==> src/rtl/fet_queue_if.sv <==
// fet_queue_if -- fetch-unit bus bundle.
// Groups the redirect/halt controls, the instruction-memory read port and
// the decode-side handshake of the fetch queue.
//   master : the fetch queue (drives o_* signals, receives i_* signals)
//   slave  : the surrounding core / memory / testbench
// DEPTH must match the fet_queue instance (sizes o_count).
interface fet_queue_if #(
    parameter int unsigned DEPTH = 4
);
    logic                     i_redirect;
    logic [31:0]              i_redirect_pc;
    logic                     i_halt;
    logic                     o_imem_ren;
    logic [31:0]              o_imem_raddr;
    logic [31:0]              i_imem_rdata;
    logic                     o_vld;
    logic                     i_rdy;
    logic [31:0]              o_inst;
    logic [31:0]              o_pc;
    logic [31:0]              o_nxt_pc;
    logic [$clog2(DEPTH):0]   o_count;

    modport master (
        input  i_redirect, i_redirect_pc, i_halt, i_imem_rdata, i_rdy,
        output o_imem_ren, o_imem_raddr, o_vld, o_inst, o_pc, o_nxt_pc, o_count
    );

    modport slave (
        output i_redirect, i_redirect_pc, i_halt, i_imem_rdata, i_rdy,
        input  o_imem_ren, o_imem_raddr, o_vld, o_inst, o_pc, o_nxt_pc, o_count
    );
endinterface

==> src/rtl/fet_queue.sv <==
// fet_queue -- instruction fetch unit with a small instruction queue.
// Issues sequential reads to instruction memory (1-cycle read latency),
// pushes {pc, inst} pairs into a circular queue and presents the head to
// decode through a valid/ready handshake. A redirect flushes the queue and
// kills the in-flight response; halt stops new requests only.
// Ports:
//   i_clk  : clock, all state updates on the rising edge
//   i_rst  : synchronous active-high reset
//   bus    : fet_queue_if.master (redirect/halt, imem read port, decode side)
module fet_queue #(
    parameter int unsigned DEPTH      = 4,
    parameter logic [31:0] RESET_ADDR = 32'h0000_0000
) (
    input  logic           i_clk,
    input  logic           i_rst,
    fet_queue_if.master    bus
);
    localparam int unsigned PW      = $clog2(DEPTH);
    localparam int unsigned CW      = PW + 1;
    localparam logic [31:0] NOP     = 32'h0000_0033;
    localparam logic [CW:0] DEPTH_W = (CW + 1)'(DEPTH);

    typedef enum logic [1:0] {
        ST_IDLE,
        ST_ISSUE,
        ST_STALL,
        ST_REDIRECT
    } state_t;

    state_t          state_q;
    state_t          state_d;
    logic [31:0]     fpc;
    logic [31:0]     req_pc;
    logic [CW-1:0]   count;
    logic [PW-1:0]   rd_ptr;
    logic [PW-1:0]   wr_ptr;
    logic [31:0]     inst_mem [DEPTH];
    logic [31:0]     pc_mem   [DEPTH];
    logic            inflight;
    logic            push;
    logic            pop;
    logic            ren;
    logic [CW:0]     occupancy;

    // state_d classifies the current cycle; state_q is last cycle's class.
    // A request went out last cycle exactly when that cycle was ISSUE, so
    // the registered state doubles as the in-flight flag (a redirect cycle
    // never issues, so there is no killed request to track separately).
    assign inflight = (state_q == ST_ISSUE);

    always_comb begin
        occupancy = {1'b0, count} + (CW + 1)'(inflight);
        state_d   = ST_ISSUE;
        if (bus.i_redirect) begin
            state_d = ST_REDIRECT;
        end else if (bus.i_halt) begin
            state_d = ST_IDLE;
        end else if (occupancy >= DEPTH_W) begin
            // A pop this cycle is deliberately not counted as free space.
            state_d = ST_STALL;
        end
    end

    assign ren  = !i_rst && (state_d == ST_ISSUE);
    assign push = inflight && !bus.i_redirect;
    assign pop  = bus.o_vld && bus.i_rdy;

    always_ff @(posedge i_clk) begin
        if (i_rst) begin
            state_q <= ST_IDLE;
            fpc     <= RESET_ADDR;
            req_pc  <= RESET_ADDR;
            count   <= '0;
            rd_ptr  <= '0;
            wr_ptr  <= '0;
            for (int unsigned i = 0; i < DEPTH; i++) begin
                inst_mem[i] <= NOP;
                pc_mem[i]   <= RESET_ADDR;
            end
        end else begin
            state_q <= state_d;
            if (bus.i_redirect) begin
                // Flush: response arriving now is dropped, queue empties.
                fpc    <= {bus.i_redirect_pc[31:2], 2'b00};
                count  <= '0;
                rd_ptr <= '0;
                wr_ptr <= '0;
            end else begin
                if (ren) begin
                    fpc    <= fpc + 32'd4;
                    req_pc <= fpc;
                end
                if (push) begin
                    inst_mem[wr_ptr] <= bus.i_imem_rdata;
                    pc_mem[wr_ptr]   <= req_pc;
                    wr_ptr           <= wr_ptr + 1'b1;
                end
                if (pop) begin
                    rd_ptr <= rd_ptr + 1'b1;
                end
                case ({push, pop})
                    2'b10:   count <= count + 1'b1;
                    2'b01:   count <= count - 1'b1;
                    default: count <= count;
                endcase
            end
        end
    end

    assign bus.o_imem_ren   = ren;
    assign bus.o_imem_raddr = fpc;
    assign bus.o_vld        = (count != '0);
    assign bus.o_inst       = inst_mem[rd_ptr];
    assign bus.o_pc         = pc_mem[rd_ptr];
    assign bus.o_nxt_pc     = pc_mem[rd_ptr] + 32'd4;
    assign bus.o_count      = count;
endmodule

==> src/flat_wrapper.sv <==
// flat-port wrapper written by rule: the top's interface ports become plain ports
module fet_queue_flat 
#(
    parameter int unsigned DEPTH      = 4,
    parameter logic [31:0] RESET_ADDR = 32'h0000_0000
)
  (i_clk, i_rst, bus_i_redirect, bus_i_redirect_pc, bus_i_halt, bus_i_imem_rdata, bus_i_rdy, bus_o_imem_ren, bus_o_imem_raddr, bus_o_vld, bus_o_inst, bus_o_pc, bus_o_nxt_pc, bus_o_count);
  fet_queue_if #(.DEPTH(DEPTH)) bus_i ();
  input  logic i_clk;
  input  logic i_rst;
  input wire logic [$bits(bus_i.i_redirect)-1:0] bus_i_redirect;
  input wire logic [$bits(bus_i.i_redirect_pc)-1:0] bus_i_redirect_pc;
  input wire logic [$bits(bus_i.i_halt)-1:0] bus_i_halt;
  input wire logic [$bits(bus_i.i_imem_rdata)-1:0] bus_i_imem_rdata;
  input wire logic [$bits(bus_i.i_rdy)-1:0] bus_i_rdy;
  output wire logic [$bits(bus_i.o_imem_ren)-1:0] bus_o_imem_ren;
  output wire logic [$bits(bus_i.o_imem_raddr)-1:0] bus_o_imem_raddr;
  output wire logic [$bits(bus_i.o_vld)-1:0] bus_o_vld;
  output wire logic [$bits(bus_i.o_inst)-1:0] bus_o_inst;
  output wire logic [$bits(bus_i.o_pc)-1:0] bus_o_pc;
  output wire logic [$bits(bus_i.o_nxt_pc)-1:0] bus_o_nxt_pc;
  output wire logic [$bits(bus_i.o_count)-1:0] bus_o_count;
  assign bus_i.i_redirect = bus_i_redirect;
  assign bus_i.i_redirect_pc = bus_i_redirect_pc;
  assign bus_i.i_halt = bus_i_halt;
  assign bus_i.i_imem_rdata = bus_i_imem_rdata;
  assign bus_i.i_rdy = bus_i_rdy;
  assign bus_o_imem_ren = bus_i.o_imem_ren;
  assign bus_o_imem_raddr = bus_i.o_imem_raddr;
  assign bus_o_vld = bus_i.o_vld;
  assign bus_o_inst = bus_i.o_inst;
  assign bus_o_pc = bus_i.o_pc;
  assign bus_o_nxt_pc = bus_i.o_nxt_pc;
  assign bus_o_count = bus_i.o_count;
  fet_queue #(.DEPTH(DEPTH), .RESET_ADDR(RESET_ADDR)) u_core (.i_clk(i_clk), .i_rst(i_rst), .bus(bus_i));
endmodule
==> config.mk <==
export PLATFORM = sky130hd
export DESIGN_NAME = fet_queue_flat
export DESIGN_NICKNAME = d
export VERILOG_FILES = /design/src/rtl/fet_queue_if.sv /design/src/rtl/fet_queue.sv /design/src/flat_wrapper.sv
export SDC_FILE = /design/constraint.sdc
export NUM_CORES = 1
export LEC_CHECK = 0
export ABC_AREA = 1
export ABC_CLOCK_PERIOD_IN_PS = 6990
export BUFFER_PORTS_ARGS = -buffer_cell sky130_fd_sc_hd__buf_2
export CAP_MARGIN = 10
export CORE_UTILIZATION = 30
export CTS_CLUSTER_SIZE = 20
export DETAILED_ROUTE_END_ITERATION = 10
export PLACE_DENSITY_LB_ADDON = 0.15
export RECOVER_POWER = 50
export SLEW_MARGIN = 20
export SYNTH_ARGS = -nofsm -noshare
export SYNTH_HDL_FRONTEND = slang
export SYNTH_SLANG_ARGS = --single-unit
export TNS_END_PERCENT = 1
==> constraint.sdc <==
create_clock -name i_clk -period 6.99 [get_ports i_clk]
set_input_delay 0.699 -clock i_clk [delete_from_list [all_inputs] [get_ports i_clk]]
set_output_delay 0.699 -clock i_clk [all_outputs]
set_load 0.005 [all_outputs]
==> out/results.ini <==
[status]
status=finished with violations
violations=max-capacitance violations, max-slew violations

[sta]
period_needed_ns=5.25
fin_crit_sh=0.751
fmax_mhz=190
fin_hold_ws_ns=0.420
worst_slew_pin_slew_ns=3.93
maxSlewViolCount=108
finClkSkew_ns=0.0250
setup_viol=0
finalSetupTns_ns=0
rsz0062_at_grt=false
hold_viol_final=0
slew_headroom=-1.62

[yosys]
synth_area_leaders=edfxtp_1 (47%), nand2_1 (14%), nor2_1 (9.3%)
synth-edff-count=248
async_reset_ff_frac=0
synthCells=1934
synth_top_area_share=0.471
yosysSeqAreaShare=0.561
synth_most_common_cell=nand2_1
ys_ff_latch=319
synth.largest_area_cell=edfxtp_1
syn_avg_cell_area_um2=8.17
yosys-top-cells-count=nand2_1 (574), nor2_1 (393), edfxtp_1 (248), inv_1 (153), o21ai_0 (113)
synthFlopType=edfxtp_1
yosys_warnings=0
synth_cell_types=36
synth_area_um2=15800

[cells_and_area]
area_growth_syn_to_layout_pct=16.6
fillers=5505
final_cell_area_um2=18400
nets=2165
drive_gt1_frac=0.124

[pwr]
p_per_area_nw_per_um2=236
peakVddDrop_uv=184
p_total_mw=4.35
cellLeakagePower_nw=7.37

[clock_tree]
post-cts-setup-buffer-count=0
clockBufferDepth=3
cts_buffers=37
cts_tree=yes
cts-resized-gates=0
worstSkewPairLatency_ns=0.55
clock_sinks=319
htreeDepth=2
post_cts_hold_buffer_count=0
clk_pin_slew_worst_paths_ns=0.06
clock-root-buffer=clkbuf_16

[placement]
io_buffer_count=193
placed_cell_area_um2=17300
dp_hpwl_um=33100
globalplace.congestion=0.885

[routing]
drtAntennaViolNets=0
dr.pass1.iters=5
vias=13168
drc_errors=0
wl_per_cell_um=18.4
drtIter0Drc=835
viasPerCell=4.70
wirelength_um=51500

[die]
die_h_um=232
die_w_um=232
io_pins=202
die-area_um2=53600
rows=83
core_um2=51700
initial_utilization=0.306

[worst_setup_path]
crit_chain=clkbuf_1, nor2_1, nand4_1, clkbuf_1, inv_1, buf_2
crit_arrival_ns=4.55
crit_buf_inv=4
path_class=in -> out
crit_family=buffers and inverters
crit_top_cell=clkbuf_1
cp.required_ns=6.29
startpoint_type=input pin
crit_path_max_fanout=39
critPathMaxStageDelay_ns=1.00
cp_slowest_cell=inv_1
worstSetupEndpointType=primary output

[hold_path]
hold_path.class=in -> reg

[grt]
grt_overflow=0
antenna_found_initial=2
grt_pass1_vias=12867
grt_usage=0.191
grt_max_degree=76
grt_pass1_wl_um=77600

[job]
drv_cap=3

## logic make-up (layout without fill, tap and decap cells)
kind of cell	Yosys count	in the layout	synth area share
other	1	8	0.000237
DFF	319	319	0.561
adders and majority gates	4	4	0.00364
and+or+nand+nor	1127	1127	0.284
AOI/OAI and AO/OA	193	193	0.0659
xor gates and xnor gates	28	28	0.0155
buffers and inverters	262	443	0.0695
## per-stage QoR
stage                     worst slack (ns)  cells   util
after floorplan                      0.509   1939      -
after global placement                2.67   2732  0.335
after detailed placement              2.68   2732  0.335
after CTS                             2.34   2799  0.357
after global routing                  1.30   2800  0.356
final                                 1.74   2802  0.356
## tightest hold or removal path, stage by stage
cell and delay, ns:
buf_2 0.09, nand2_1 0.05, a31oi_1 0.07
## registers in the layout, summed over array words and instances (netlist names), named ones only
name	flops
u_core.wr_ptr	2
u_core.bus.o_count	3
u_core.state_q	2
u_core.req_pc	30
u_core.pc_mem	120
u_core.inst_mem	128
u_core.bus.o_imem_raddr	30
u_core.rd_ptr	2
## placed cells by master, fill, tap and decap left out, types with 2 or more instances in the layout
master	n
nor3_1	33
clkinv_2	3
nand4_1	14
nor2_1	394
xor2_1	23
clkbuf_1	35
clkbuf_8	2
xnor2_1	5
nand3b_1	4
a21oi_1	31
nand2_2	6
nor2_2	12
o21ai_0	113
inv_1	155
conb_1	6
o22ai_1	32
a22oi_1	3
inv_2	2
edfxtp_1	248
buf_2	176
clkbuf_16	37
dfxtp_1	69
diode_2	2
nand3_1	91
ha_1	3
a31oi_1	6
o211ai_1	5
nand2_1	572
buf_4	16
clkinv_1	10
## final cells by class
class,instances,area (µm²),share of cell area
sequential,319,8870,0.482
antenna,2,5.00,0.000272
timing repair buffer,214,1080,0.0588
multi-input combinational,1358,5850,0.318
tap,680,851,0.0462
clock inverter,15,146,0.00795
inverter,162,612,0.0332
clock buffer,52,1000,0.0544
## worst paths after layout
path	from	to	slack (ns)	cells past startpoint
setup / recovery	bus_i_redirect	bus_o_imem_ren	1.74	6
hold / removal	bus_i_redirect_pc[18]	u_core.bus.o_imem_raddr[18]$_SDFFE_PP0P_	0.42	3
setup reg to reg	u_core.state_q[1]$_SDFF_PP0_	u_core.inst_mem[0][31]$_SDFFCE_PN0P_	2.76	8
hold reg to reg	u_core.rd_ptr[0]$_SDFFE_PP0P_	u_core.rd_ptr[0]$_SDFFE_PP0P_	0.48	1
## power breakdown
group	switching [mW]	internal [mW]	leakage, nW
clock network	0.801	1.05	0.555
registers	0.0446	2.11	3.10
logic	0.236	0.100	3.71
## per-layer routing
metal | up-vias | wire [µm] | global-route usage
met4 | 0 | 901 | 0.0436
met3 | 58 | 2420 | 0.0231
met5 | - | 0 | 0
met1 | 6221 | 23900 | 0.264
li1 | 6577 | - | -
met2 | 312 | 24200 | 0.317
Power figures use the tool's default switching activity.
